**src/rtl/hash_job_arbiter_pkg.sv**
```systemverilog
`default_nettype none
// ============================================================================
// hash_job_arbiter_pkg
// ----------------------------------------------------------------------------
// Shared definitions for the hash job arbiter:
//   - default per-beat payload width {head_addr, hash_value_vec, data}
//   - FSM state encoding (IDLE=1'b0, LOCKED=1'b1)
//   - job statistics counter width
//   - wrap-around increment helper for round-robin pointers
// The payload width comes from the engine-wide macros ADDR_WIDTH, HASH_BITS,
// HASH_ISSUE_WIDTH and META_HISTORY_LEN. Fallback values are provided when
// the build does not define them.
// Revision: 1.0 - initial release
// ============================================================================

`ifndef ADDR_WIDTH
`define ADDR_WIDTH 16
`endif
`ifndef HASH_BITS
`define HASH_BITS 8
`endif
`ifndef HASH_ISSUE_WIDTH
`define HASH_ISSUE_WIDTH 2
`endif
`ifndef META_HISTORY_LEN
`define META_HISTORY_LEN 3
`endif

package hash_job_arbiter_pkg;

  localparam int PAYLOAD_W_DEF = `ADDR_WIDTH + `HASH_BITS*`HASH_ISSUE_WIDTH
                               + (`HASH_ISSUE_WIDTH + `META_HISTORY_LEN - 1)*8;

  typedef enum logic {
    ARB_IDLE   = 1'b0,
    ARB_LOCKED = 1'b1
  } arb_state_t;

  localparam int STAT_CNT_W = 32;

  // Next requester index after v, wrapping to 0 after n-1.
  function automatic int wrap_inc(input int v, input int n);
    return (v + 1 >= n) ? 0 : v + 1;
  endfunction

endpackage

`default_nettype wire

```
**src/rtl/hash_job_arbiter_rr_pick.sv**
```systemverilog
`default_nettype none
// ============================================================================
// rr_pick
// ----------------------------------------------------------------------------
// Combinational round-robin selector. Returns the first set bit of req_vec
// scanning upward from ptr, modulo N.
// Ports:
//   req_vec [N]     : request bit per requester
//   ptr     [IDX_W] : highest-priority index (must be < N)
//   found           : at least one request is set
//   idx     [IDX_W] : selected requester (0 when nothing is found)
// Revision: 1.0 - initial release
// ============================================================================
module rr_pick #(
  parameter int N     = 2,
  parameter int IDX_W = 1
) (
  input  logic [N-1:0]     req_vec,
  input  logic [IDX_W-1:0] ptr,
  output logic             found,
  output logic [IDX_W-1:0] idx
);

  logic [IDX_W:0] cand;

  // Scan offsets from the far end down to 0. The last hit written wins, so
  // the closest requester at or after ptr is selected.
  always_comb begin
    found = 1'b0;
    idx   = '0;
    cand  = '0;
    for (int off = N - 1; off >= 0; off--) begin
      cand = {1'b0, ptr} + (IDX_W+1)'(off);
      if (cand >= (IDX_W+1)'(N)) begin
        cand = cand - (IDX_W+1)'(N);
      end
      if (req_vec[cand[IDX_W-1:0]]) begin
        found = 1'b1;
        idx   = cand[IDX_W-1:0];
      end
    end
  end

endmodule

`default_nettype wire

```
**src/rtl/hash_job_arbiter.sv**
```systemverilog
`default_nettype none
// ============================================================================
// hash_job_arbiter
// ----------------------------------------------------------------------------
// Packet-level round-robin arbiter placed in front of the pre-hash PE
// scheduler input. A grant is held from the first beat of a job until the
// beat carrying delim is accepted, so jobs never interleave. Beats are
// forwarded through a one-entry registered output stage at full throughput.
// Optional feature macro: HASH_JOB_ARB_STATS_EN adds per-requester
// completed-job counters on stat_job_cnt.
// Ports:
//   clk, rst_n      : clock, asynchronous active-low reset
//   cfg_enable      : permits new grants (a job in progress always completes)
//   req_valid/payload/delim/ready : per-requester beat interface
//   output_valid/payload/delim/req_id, output_ready : scheduler side
//   busy            : job locked or output register occupied
//   stat_job_cnt    : (HASH_JOB_ARB_STATS_EN only) saturating job counts
// Revision: 1.0 - initial release
// ============================================================================
module hash_job_arbiter
  import hash_job_arbiter_pkg::*;
#(
  parameter int NUM_REQ   = 2,
  parameter int REQ_ID_W  = 1,
  parameter int PAYLOAD_W = PAYLOAD_W_DEF
) (
  input  logic                           clk,
  input  logic                           rst_n,
  input  logic                           cfg_enable,
  input  logic [NUM_REQ-1:0]             req_valid,
  input  logic [NUM_REQ*PAYLOAD_W-1:0]   req_payload,
  input  logic [NUM_REQ-1:0]             req_delim,
  output logic [NUM_REQ-1:0]             req_ready,
  output logic                           output_valid,
  output logic [PAYLOAD_W-1:0]           output_payload,
  output logic                           output_delim,
  output logic [REQ_ID_W-1:0]            output_req_id,
  input  logic                           output_ready,
  output logic                           busy
`ifdef HASH_JOB_ARB_STATS_EN
  ,
  output logic [NUM_REQ*STAT_CNT_W-1:0]  stat_job_cnt
`endif
);

  arb_state_t          state, state_nxt;
  logic [REQ_ID_W-1:0] rr_ptr, rr_ptr_nxt;
  logic [REQ_ID_W-1:0] grant_id, grant_id_nxt;
  logic [REQ_ID_W-1:0] sel_id;
  logic [REQ_ID_W-1:0] pick_idx;
  logic                pick_found;
  logic                slot_free;
  logic                grant_en;
  logic                accept;
  logic [PAYLOAD_W-1:0] sel_payload;

  rr_pick #(
    .N     (NUM_REQ),
    .IDX_W (REQ_ID_W)
  ) u_rr_pick (
    .req_vec (req_valid),
    .ptr     (rr_ptr),
    .found   (pick_found),
    .idx     (pick_idx)
  );

  // The output register can take a new beat if empty or draining this cycle.
  assign slot_free = !output_valid || output_ready;

  always_comb begin
    state_nxt    = state;
    rr_ptr_nxt   = rr_ptr;
    grant_id_nxt = grant_id;
    sel_id       = grant_id;
    grant_en     = 1'b0;
    req_ready    = '0;
    accept       = 1'b0;

    case (state)
      ARB_IDLE: begin
        sel_id   = pick_idx;
        grant_en = cfg_enable && pick_found && slot_free;
      end
      ARB_LOCKED: begin
        // Owner keeps ready even while it has no valid beat (a bubble).
        grant_en = slot_free;
      end
      default: ;
    endcase

    if (grant_en) begin
      req_ready[sel_id] = 1'b1;
    end
    accept = grant_en && req_valid[sel_id];

    if (accept) begin
      if (req_delim[sel_id]) begin
        state_nxt  = ARB_IDLE;
        rr_ptr_nxt = REQ_ID_W'(wrap_inc(int'(sel_id), NUM_REQ));
      end else begin
        state_nxt    = ARB_LOCKED;
        grant_id_nxt = sel_id;
      end
    end
  end

  always_ff @(posedge clk or negedge rst_n) begin
    if (!rst_n) begin
      state    <= ARB_IDLE;
      rr_ptr   <= '0;
      grant_id <= '0;
    end else begin
      state    <= state_nxt;
      rr_ptr   <= rr_ptr_nxt;
      grant_id <= grant_id_nxt;
    end
  end

  // Payload only feeds the output register, never a combinational output.
  assign sel_payload = req_payload[int'(sel_id)*PAYLOAD_W +: PAYLOAD_W];

  always_ff @(posedge clk or negedge rst_n) begin
    if (!rst_n) begin
      output_valid   <= 1'b0;
      output_payload <= '0;
      output_delim   <= 1'b0;
      output_req_id  <= '0;
    end else if (accept) begin
      output_valid   <= 1'b1;
      output_payload <= sel_payload;
      output_delim   <= req_delim[sel_id];
      output_req_id  <= sel_id;
    end else if (output_ready) begin
      output_valid   <= 1'b0;
    end
  end

  assign busy = (state == ARB_LOCKED) || output_valid;

`ifdef HASH_JOB_ARB_STATS_EN
  logic job_done;
  assign job_done = accept && req_delim[sel_id];

  for (genvar g = 0; g < NUM_REQ; g++) begin : g_stat
    logic [STAT_CNT_W-1:0] cnt;
    always_ff @(posedge clk or negedge rst_n) begin
      if (!rst_n) begin
        cnt <= '0;
      end else if (job_done && (sel_id == REQ_ID_W'(g)) && (cnt != '1)) begin
        cnt <= cnt + STAT_CNT_W'(1);
      end
    end
    assign stat_job_cnt[g*STAT_CNT_W +: STAT_CNT_W] = cnt;
  end
`endif

endmodule

`default_nettype wire

```
**config.mk**
```make
export PLATFORM = sky130hd
export DESIGN_NAME = hash_job_arbiter
export DESIGN_NICKNAME = d
export VERILOG_FILES = /design/src/rtl/hash_job_arbiter_pkg.sv /design/src/rtl/hash_job_arbiter_rr_pick.sv /design/src/rtl/hash_job_arbiter.sv
export SDC_FILE = /design/constraint.sdc
export NUM_CORES = 1
export LEC_CHECK = 0
export BUFFER_PORTS_ARGS = -buffer_cell sky130_fd_sc_hd__buf_2
export CAP_MARGIN = 20
export CORE_MARGIN = 5
export CORE_UTILIZATION = 44
export CTS_CLUSTER_SIZE = 20
export DETAILED_ROUTE_END_ITERATION = 10
export GPL_ROUTABILITY_DRIVEN = 0
export PLACE_DENSITY = 0.81
export SETUP_SLACK_MARGIN = 0.02
export SLEW_MARGIN = 40
export SYNTH_ARGS = -nofsm -noshare
export SYNTH_HDL_FRONTEND = slang
export SYNTH_SLANG_ARGS = --single-unit
```
**constraint.sdc**
```tcl
create_clock -name clk -period 1.9 [get_ports clk]
set_clock_uncertainty 0.15 [all_clocks]
set_input_delay 0.285 -clock clk [delete_from_list [all_inputs] [get_ports clk]]
set_output_delay 0.285 -clock clk [all_outputs]
set_load 0.02 [all_outputs]
```
==> results.py, run 1 <==
metrics = {
    "run_status": {
        "status": "completed",
    },
    "floorplanning": {
        "die_x_um": 98.8,
        "initial_core_util_pct": 45.1,
        "rows": 32,
        "core-area_um2": 7690,
        "io_pins": 206,
        "die-area_um2": 9760,
        "die_h_um": 98.8,
    },
    "critical_path": {
        "required_ps": 1460,
        "critPathKind": "reg -> out",
        "slowest_stage": "dfrtp_1",
        "arrival_ps": 1400,
        "endpoint_kind": "output pin",
        "slowest_delay_ps": 420,
        "path_buf_inv": 1,
        "cp-start-kind": "register",
        "crit_chain": "nand2b_4 -> o21a_4 -> nor2_4 -> buf_6",
        "crit_family": "flip-flops",
        "cp_max_fo": 4,
    },
    "drt": {
        "via_count": 3347,
        "drt-initial-drc-count": 86,
        "m1WireLength_um": 3820,
        "antenna_left": 0,
        "wl_met2_um": 5100,
        "dr.max_layer_used": "met4",
        "drc": 0,
        "vias_per_cell": 5.25,
        "met3_wirelength_um": 849,
        "drt_wl_total_um": 10000,
        "firstDrtPassIters": 4,
        "wl_per_cell_um": 15.7,
    },
    "clock_tree": {
        "cts-buffers-inserted": 9,
        "tritoncts": "yes",
        "root_buffer": "clkbuf_8",
        "cts_sinks": 70,
        "cts.clk_slew.worst_paths_ps": 70,
        "clockBufferDepth": 2,
        "clock_latency_ps": 320,
        "htreeDepth": 3,
    },
    "logic_synthesis": {
        "ys_types": 28,
        "yosysTopAreaCell": "dfrtp_1",
        "syn_avg_cell_area_um2": 10.7,
        "yosys_register_bits": 70,
        "synth-simple-area-share_pct": 2.09,
        "synth_xor_area_share_pct": 0,
        "synthCells": 325,
        "synth_edf_count": 0,
        "synth_commonest_cells": "70 x dfrtp_1, 67 x o21ai_1, 64 x mux2i_1, 64 x o21ai_0, 12 x clkbuf_1",
        "synthAdderAreaFrac_pct": 0,
        "synth_flop_cell": "dfrtp_1",
        "synth_top_area_share_pct": 50.5,
        "ys_warn_count": 0,
        "synth_mux_area_share_pct": 18.5,
        "synth_most_common_cell": "dfrtp_1",
        "synth-seq-area-share_pct": 50.5,
        "synth_top_family_by_area": "compound AO/OA/AOI/OAI gates",
        "synthesis.nets": 461,
        "synthArstFlopShare_pct": 100,
        "mappedNetlistArea_um2": 3470,
        "synth_compound_area_share_pct": 22.3,
        "synth_area_leaders": "dfrtp_1 51%, mux2i_1 18%, o21ai_1 9.7%, o21ai_0 9.2%, buf_12 2.3%",
    },
    "timing": {
        "max_freq_mhz": 544,
        "timing.final.crit_share_pct": 96.8,
        "hold_violations": 0,
        "worst_slack_ps": 61.4,
        "fin_crit_ps": 1840,
        "slew_headroom_pct": 71.3,
        "rsz0062_at_grt": "yes",
        "drv_slew": 0,
        "worst_slew_pin_slew_ps": 430,
        "final-setup-viol-count": 0,
        "whs_ps": 79.2,
    },
    "layout": {
        "post-route-util_pct": 63.3,
        "diodes": 0,
        "finish.net_count": 668,
        "fill_cells": 657,
        "final_layout_size_suffix_gt1_share_pct": 46.5,
        "syn2layout_area_growth_pct": 40.4,
    },
    "global_route": {
        "grt_pass1_wl_um": 16300,
        "grt_max_degree": 71,
        "grt_pass1_vias": 3461,
        "grt_usage_pct": 20.5,
        "antenna_found_initial": 0,
        "gr-total-overflow": 0,
    },
    "flow_run": {
        "drv_cap": 0,
    },
    "power_and_ir_drop": {
        "p_switching_uw": 3640,
        "pwr_density_cell_nw_per_um2": 1680,
        "p_sw_share_pct": 44.4,
        "clock_power_share_pct": 12.0,
        "p_seq_share_pct": 31.6,
        "peakVddDrop_mv": 0.755,
        "leakagePower_uw": 0.00263,
        "p_int_uw": 4550,
        "power_frac_comb_pct": 56.4,
    },
    "hold_path": {
        "worstHoldPathType": "in -> reg",
    },
    "place": {
        "post-place-ws_ps": 103,
        "dp_hpwl_um": 7610,
        "numPortBuffers": 205,
    },
}
[worst register-to-register path, cell delays in order, from the launching register on]
cell      delay [ps]
dfrtp_1          420
buf_4            160
a21boi_2         180
o22ai_4          120
or2_4            340
buf_12           190
o21ai_1          170
[layout by cell type (no fill, tap or decap), types with 2 or more instances in the layout]
cell and instances:
buf_6 5, o21ai_1 66, buf_12 6, buf_4 10, dfrtp_1 70, mux2i_1 64, inv_1 5, o21a_1 2
a21oi_1 2, clkinv_2 2, nor2_4 2, clkbuf_8 10, buf_2 203, clkbuf_1 2, nand2_1 2, o21ai_0 64
nand2b_1 2
[logic make-up after synthesis]
family	after synthesis
AOI/OAI and AO/OA	145
DFF	70
buffers and inverters	34
muxes	64
and+or+nand+nor	12
[final timing paths]
path                                    start            endpoint  slack, ps  cells past startpoint
setup / recovery                        state        req_ready[1]         60                      4
hold / removal                req_payload[77]  output_payload[13]         80                      3
hold reg to reg            output_payload[39]  output_payload[39]        360                      2
max in group asynchronous               rst_n  output_payload[44]        900                      3
min in group asynchronous               rst_n   output_payload[0]        350                      3
setup reg to reg                        state  output_payload[14]         90                      6
[layout make-up]
type	count	area (um2)	share of cell area, %
sequential	70	1750	36.0
tap	102	128	2.62
clock inverter	2	10.0	0.206
inverter	5	18.8	0.386
timing repair buffer	225	1280	26.2
multi-input combinational	221	1540	31.6
clock buffer	12	145	2.98
[registers in the layout, indices dropped and copies added (netlist names)]
signal / count
output_payload: 64
grant_id: 1
output_delim: 1
output_req_id: 1
output_valid: 1
rr_ptr: 1
state: 1
[layer usage]
layer / GRT usage, % / vias to the layer above
met1: 23.6 / 1589
li1: - / 1582
met4: 7.98 / 0
met5: 0 / -
met2: 36.1 / 154
met3: 5.66 / 22
[power by group through the flow]
stage | logic, uW | clock network [uW] | registers (uW)
finish | 4610 | 987 | 2590
global route | 5000 | 1110 | 2680
CTS | 4560 | 1020 | 2590
detailed placement | 4500 | 0 | 2610
global placement | 4360 | 0 | 2570
floorplan | 2200 | 0 | 3430
[what timing repair did]
item | in CTS | in global routing
endpoints found under the setup margin | 2 | 54
hold buffers | 1 | 0
resized for setup | 5 | 9
pin swaps | 2 | 1
buffers inserted | 3 | 3
hold endpoints to repair | 70 | 0
[through the flow]
stage	std cells	total power (uW)	area, um2	TNS [ps]
after detailed placement	616	7100	4610	0
after CTS	634	8170	4810	0
after floorplan	325	5640	3470	0
after global routing	637	8790	4870	-26.0
after global placement	616	6930	4610	0
final	637	8190	4870	0
Power figures use the tool's default switching activity.
==> inputs of run 2 (changes only) <==
--- a/config.mk
+++ b/config.mk
@@ -12,7 +12,7 @@
 export CTS_CLUSTER_SIZE = 20
 export DETAILED_ROUTE_END_ITERATION = 10
 export GPL_ROUTABILITY_DRIVEN = 0
-export PLACE_DENSITY = 0.81
+export PLACE_DENSITY_LB_ADDON = 0.15
 export SETUP_SLACK_MARGIN = 0.02
 export SLEW_MARGIN = 40
 export SYNTH_ARGS = -nofsm -noshare
==> run 2 against run 1 <==
Die area did not move. Combinational power rose by 2%. Sequential share of layout area fell by 0.80 points. Sequential power barely moved. Wire length rose by 2.8%. Final cell count rose by 0.63%. Global-route usage rose by 0.31 points. Clock-buffer cell count fell by 1. Clock power rose by 49%. Fmax fell by 3.0%. Flip-flop and latch count did not move. Via count fell by 0.21%. Critical path type unchanged. Critical endpoint unchanged.
==> results.py, run 2 (synthesis results as in run 1) <==
metrics = {
    "run_status": {
        "status": "completed",
    },
    "critical_path": {
        "path_buf_inv": 2,
        "required_ps": 1460,
        "slowest_stage": "dfrtp_1",
        "cp-start-kind": "register",
        "critPathKind": "reg -> out",
        "arrival_ps": 1460,
        "crit_family": "flip-flops",
        "cp_max_fo": 5,
        "crit_chain": "nand2b_4 -> o21a_4 -> buf_12 -> nor2_4 -> buf_6",
        "endpoint_kind": "output pin",
        "slowest_delay_ps": 420,
    },
    "drt": {
        "drt_wl_total_um": 10300,
        "drt-initial-drc-count": 95,
        "antenna_left": 0,
        "wl_per_cell_um": 16.0,
        "firstDrtPassIters": 4,
        "drc": 0,
        "vias_per_cell": 5.21,
        "via_count": 3340,
    },
    "global_route": {
        "antenna_found_initial": 0,
        "grt_pass1_wl_um": 16500,
        "grt_usage_pct": 20.8,
        "top_usage_layer": "met2",
        "use_met3_pct": 6.09,
        "grt_max_degree": 71,
        "grt_util_met1_pct": 24.9,
        "use_met2_pct": 36.4,
        "gr-total-overflow": 0,
        "grt_pass1_vias": 3509,
    },
    "floorplanning": {
        "die_x_um": 98.8,
        "io_pins": 206,
        "rows": 32,
        "core-area_um2": 7690,
        "die_h_um": 98.8,
        "initial_core_util_pct": 45.1,
        "die-area_um2": 9760,
    },
    "power_and_ir_drop": {
        "power_frac_comb_pct": 53.9,
        "leakagePower_uw": 0.00269,
        "clock_power_share_pct": 16.8,
        "p_switching_uw": 3700,
        "p_seq_share_pct": 29.3,
        "pwr_density_cell_nw_per_um2": 1760,
        "p_sw_share_pct": 42.3,
        "peakVddDrop_mv": 0.766,
        "p_int_uw": 5040,
    },
    "timing": {
        "worst_slack_ps": 5.16,
        "hold_violations": 0,
        "max_freq_mhz": 528,
        "worst_slew_pin_slew_ps": 511,
        "setup_tns_ps": 0,
        "rsz0062_at_grt": "yes",
        "whs_ps": 62.1,
        "drv_slew": 0,
        "timing.final.crit_share_pct": 99.7,
        "fin_crit_ps": 1890,
        "final-setup-viol-count": 0,
        "slew_headroom_pct": 65.9,
    },
    "layout": {
        "final_layout_size_suffix_gt1_share_pct": 46.4,
        "finish.net_count": 670,
        "final_cell_mix": "204 x buf_2, 70 x dfrtp_1, 67 x o21ai_1",
        "syn2layout_area_growth_pct": 43.5,
        "regMostFlops": "output_payload",
        "post-route-util_pct": 64.8,
        "diodes": 0,
        "largest_reg_flops": 64,
        "final_common_cell": "buf_2",
    },
    "place": {
        "dp_hpwl_um": 7370,
        "post-place-ws_ps": 59.0,
        "numPortBuffers": 205,
    },
    "clock_tree": {
        "htreeDepth": 3,
        "cts_sinks": 70,
        "root_buffer": "clkbuf_8",
        "clockBufferDepth": 2,
        "clock_latency_ps": 330,
        "cts.clk_slew.worst_paths_ps": 80,
        "tritoncts": "yes",
        "cts-buffers-inserted": 9,
    },
    "flow_run": {
        "drv_cap": 0,
    },
    "hold_path": {
        "worstHoldPathType": "in -> reg",
    },
}
run 2: changes by cell type in the layout (fill, tap and decap cells not counted), sizes merged:
cell      change
clkbuf        -1
clkinv        -1
bufbuf        +2
bufinv        +3
clkinvlp      +1
run 2: worst paths after layout:
check	from	end	slack (ps)	depth (start not counted)
worst min-delay path	req_payload[113]	output_payload[49]	60	3
worst min register to register	output_payload[8]	output_payload[8]	360	2
max in group asynchronous	rst_n	output_payload[39]	950	3
worst max register to register	state	grant_id	30	5
worst max-delay path	state	req_ready[1]	5	5
min in group asynchronous	rst_n	output_payload[4]	360	3
run 2: layer usage:
layer	part of all wire [%]	vias to the layer above
li1	-	1592
met5	0	-
met3	8.5	10
met2	51	139
met4	0.99	0
met1	39	1599
run 2: area by class of cell:
class                           instances  area [um2]
Fill cell                             688        2710
Sequential cell                        70        1750
Multi-Input combinational cell        221        1520
Timing Repair Buffer                  227        1310
Clock buffer                           11         141
Tap cell                              102         128
Clock inverter                          5         106
Inverter                                5        18.8
run 2: per-stage QoR:
stage	total power [uW]	area [um2]	instances
finish	8740	4980	641
global route	9310	4980	641
global placement	6950	4590	616
detailed placement	7070	4590	616
floorplan	5640	3470	325
CTS	8820	4960	639
run 2: what timing repair did:
item	4_1_cts	5_1_grt
pin swaps	2	0
buffers inserted	4	2
cloned	2	0
endpoints found under the hold margin	70	0
setup endpoints to repair	2	50
resized for setup	3	1
hold buffers	1	0
run 2: power by group through the flow:
stage               Clock (uW)  Combinational (uW)  Sequential [uW]
floorplan                    0                2200             3430
global placement             0                4390             2570
detailed placement           0                4490             2580
CTS                       1500                4760             2560
global route              1560                5100             2650
finish                    1470                4710             2560
run 2: worst reg2reg max path, delay by kind of cell (launching register included):
kind | cells | cell delay [ps]
AOI/OAI and AO/OA | 4 | 1020
DFF | 1 | 420
buffers and inverters | 1 | 140
==> inputs of run 3 (changes only) <==
--- a/config.mk
+++ b/config.mk
@@ -6,9 +6,9 @@
 export NUM_CORES = 1
 export LEC_CHECK = 0
 export BUFFER_PORTS_ARGS = -buffer_cell sky130_fd_sc_hd__buf_2
-export CAP_MARGIN = 20
-export CORE_MARGIN = 5
-export CORE_UTILIZATION = 44
+export CELL_PAD_IN_SITES_DETAIL_PLACEMENT = 1
+export CELL_PAD_IN_SITES_GLOBAL_PLACEMENT = 2
+export CORE_UTILIZATION = 25
 export CTS_CLUSTER_SIZE = 20
 export DETAILED_ROUTE_END_ITERATION = 10
 export GPL_ROUTABILITY_DRIVEN = 0
==> run 3 against run 2 <==
Critical path depth did not move. Setup slack better by 62 ps. Utilization is 27 points lower. Via count increased by 0.45%. Fmax increased by 3.4%. Combinational power hardly changed. Largest power group unchanged.
==> results.py, run 3 (synthesis results as in run 1) <==
metrics = {
    "drt": {
        "drt-initial-drc-count": 100,
        "firstDrtPassIters": 6,
        "drc": 0,
        "drt_wl_total_um": 11400,
        "wl_per_cell_um": 16.0,
        "vias_per_cell": 4.71,
        "antenna_left": 0,
        "via_count": 3355,
    },
    "hold_path": {
        "worstHoldStart": "req_payload[80]",
        "whs_endpoint": "output_payload[16]",
        "min_path_cells": 3,
        "worstHoldPathType": "in -> reg",
    },
    "global_route": {
        "grt_pass1_wl_um": 18500,
        "gr-total-overflow": 0,
        "grt_usage_pct": 16.8,
        "grt_pass1_vias": 3542,
        "grt_max_degree": 37,
        "antenna_found_initial": 0,
    },
    "floorplanning": {
        "rows": 42,
        "die_h_um": 120,
        "initial_core_util_pct": 25.9,
        "die_x_um": 120,
        "die-area_um2": 14300,
        "io_pins": 206,
        "core-area_um2": 13400,
    },
    "timing": {
        "timing.final.crit_share_pct": 96.5,
        "slew_headroom_pct": 67.5,
        "drv_slew": 0,
        "worst_slew_pin_slew_ps": 488,
        "final-setup-viol-count": 0,
        "rsz0062_at_grt": "yes",
        "setup_tns_ps": 0,
        "max_freq_mhz": 546,
        "fin_crit_ps": 1830,
        "hold_violations": 0,
    },
    "place": {
        "place_area_um2": 4710,
        "dp_hpwl_um": 8420,
        "numPortBuffers": 205,
    },
    "run_status": {
        "status": "completed",
    },
    "power_and_ir_drop": {
        "pwr_density_cell_nw_per_um2": 1750,
        "leakagePower_uw": 0.00268,
        "peakVddDrop_mv": 0.619,
    },
    "clock_tree": {
        "htreeDepth": 3,
        "cts_sinks": 70,
        "clock_latency_ps": 340,
        "cts.clk_slew.worst_paths_ps": 60,
        "root_buffer": "clkbuf_16",
        "tritoncts": "yes",
        "clockBufferDepth": 2,
        "cts-buffers-inserted": 9,
    },
    "layout": {
        "final_layout_size_suffix_gt1_share_pct": 46.2,
        "syn2layout_area_growth_pct": 46.8,
        "regMostFlops": "output_payload",
        "final_cell_mix": "202 x buf_2, 70 x dfrtp_1, 66 x o21ai_1",
        "diodes": 0,
        "final_common_cell": "buf_2",
        "finish.net_count": 668,
        "finalInstanceArea_um2": 5090,
        "largest_reg_flops": 64,
    },
    "critical_path": {
        "timing.critical_path.mode_cell": "buf_6",
        "startpoint": "state",
        "arrival_ps": 1400,
        "cp_max_fo": 5,
        "critPathKind": "reg -> out",
        "cp-start-kind": "register",
        "slowest_delay_ps": 430,
        "required_ps": 1460,
        "slowest_stage": "dfrtp_1",
        "reg2reg_from": "state",
        "reg2reg_slack_ps": 110,
        "endpoint_kind": "output pin",
        "r2r_cells": 6,
        "reg2reg_to": "output_payload[58]",
        "crit_chain": "buf_6 -> o21ai_4 -> buf_6 -> nor2_4 -> buf_6",
    },
    "flow_run": {
        "drv_cap": 0,
    },
}
==> run 3: cell count changes in the layout (fill, tap and decap cells not counted), sizes merged <==
cell | previous run | this run
bufbuf | 2 | 0
bufinv | 3 | 1
clkbuf | 11 | 12
clkinv | 1 | 2
==> run 3: what timing repair did <==
action,CTS,global route
endpoints found under the hold margin,34,0
hold buffers,1,0
resized for setup,5,8
pin swaps,2,2
setup buffers,5,0
endpoints found under the setup margin,2,11
==> run 3: power by group <==
part	total (uW)	internal, uW	switching [uW]	leakage, uW
clock	1650	1010	638	0.000137
sequential	2570	2220	351	0.000859
combinational	4700	1850	2850	0.00169
==> run 3: critical path: cells and delay by family, from the launching register on <==
family / cells / cell delay, ps
compound gates: 1 / 180
simple gates: 1 / 30
flops: 1 / 430
buf+inv: 3 / 420
==> run 3: worst max-delay path by stage <==
stage | to | cells past startpoint
finish | req_ready[0] | 5
global route | output_payload[51] | 5
CTS | req_ready[0] | 4
detailed placement | output_payload[56] | 6
global placement | output_payload[45] | 6
floorplan | req_ready[1] | 6
==> run 3: per-stage QoR <==
step	std cells	worst slack [ps]	util (%)	power, uW	hold slack, ps
after global routing	713	4.05	38.0	9570	79.3
after floorplan	325	122	-	5640	-161
after CTS	713	12.8	37.8	9030	58.2
after global placement	691	123	35.1	7120	133
after detailed placement	691	77.4	35.1	7230	133
final	713	67.2	38.0	8920	67.7
==> run 3: area by class of cell <==
cell class	count	area, um2
Multi-Input combinational cell	221	1530
Timing Repair Buffer	225	1280
Tap cell	176	220
Fill cell	1595	8310
Clock buffer	12	236
Clock inverter	4	47.5
Inverter	5	18.8
Sequential cell	70	1750
==> run 3: per-layer routing <==
metal,vias to the layer above,GRT usage (%),part of all wire (%)
li1,1590,-,-
met1,1622,19.9,41
met2,131,28.4,50
met3,12,4.66,7.3
met4,0,7.27,1.7
met5,-,0,0
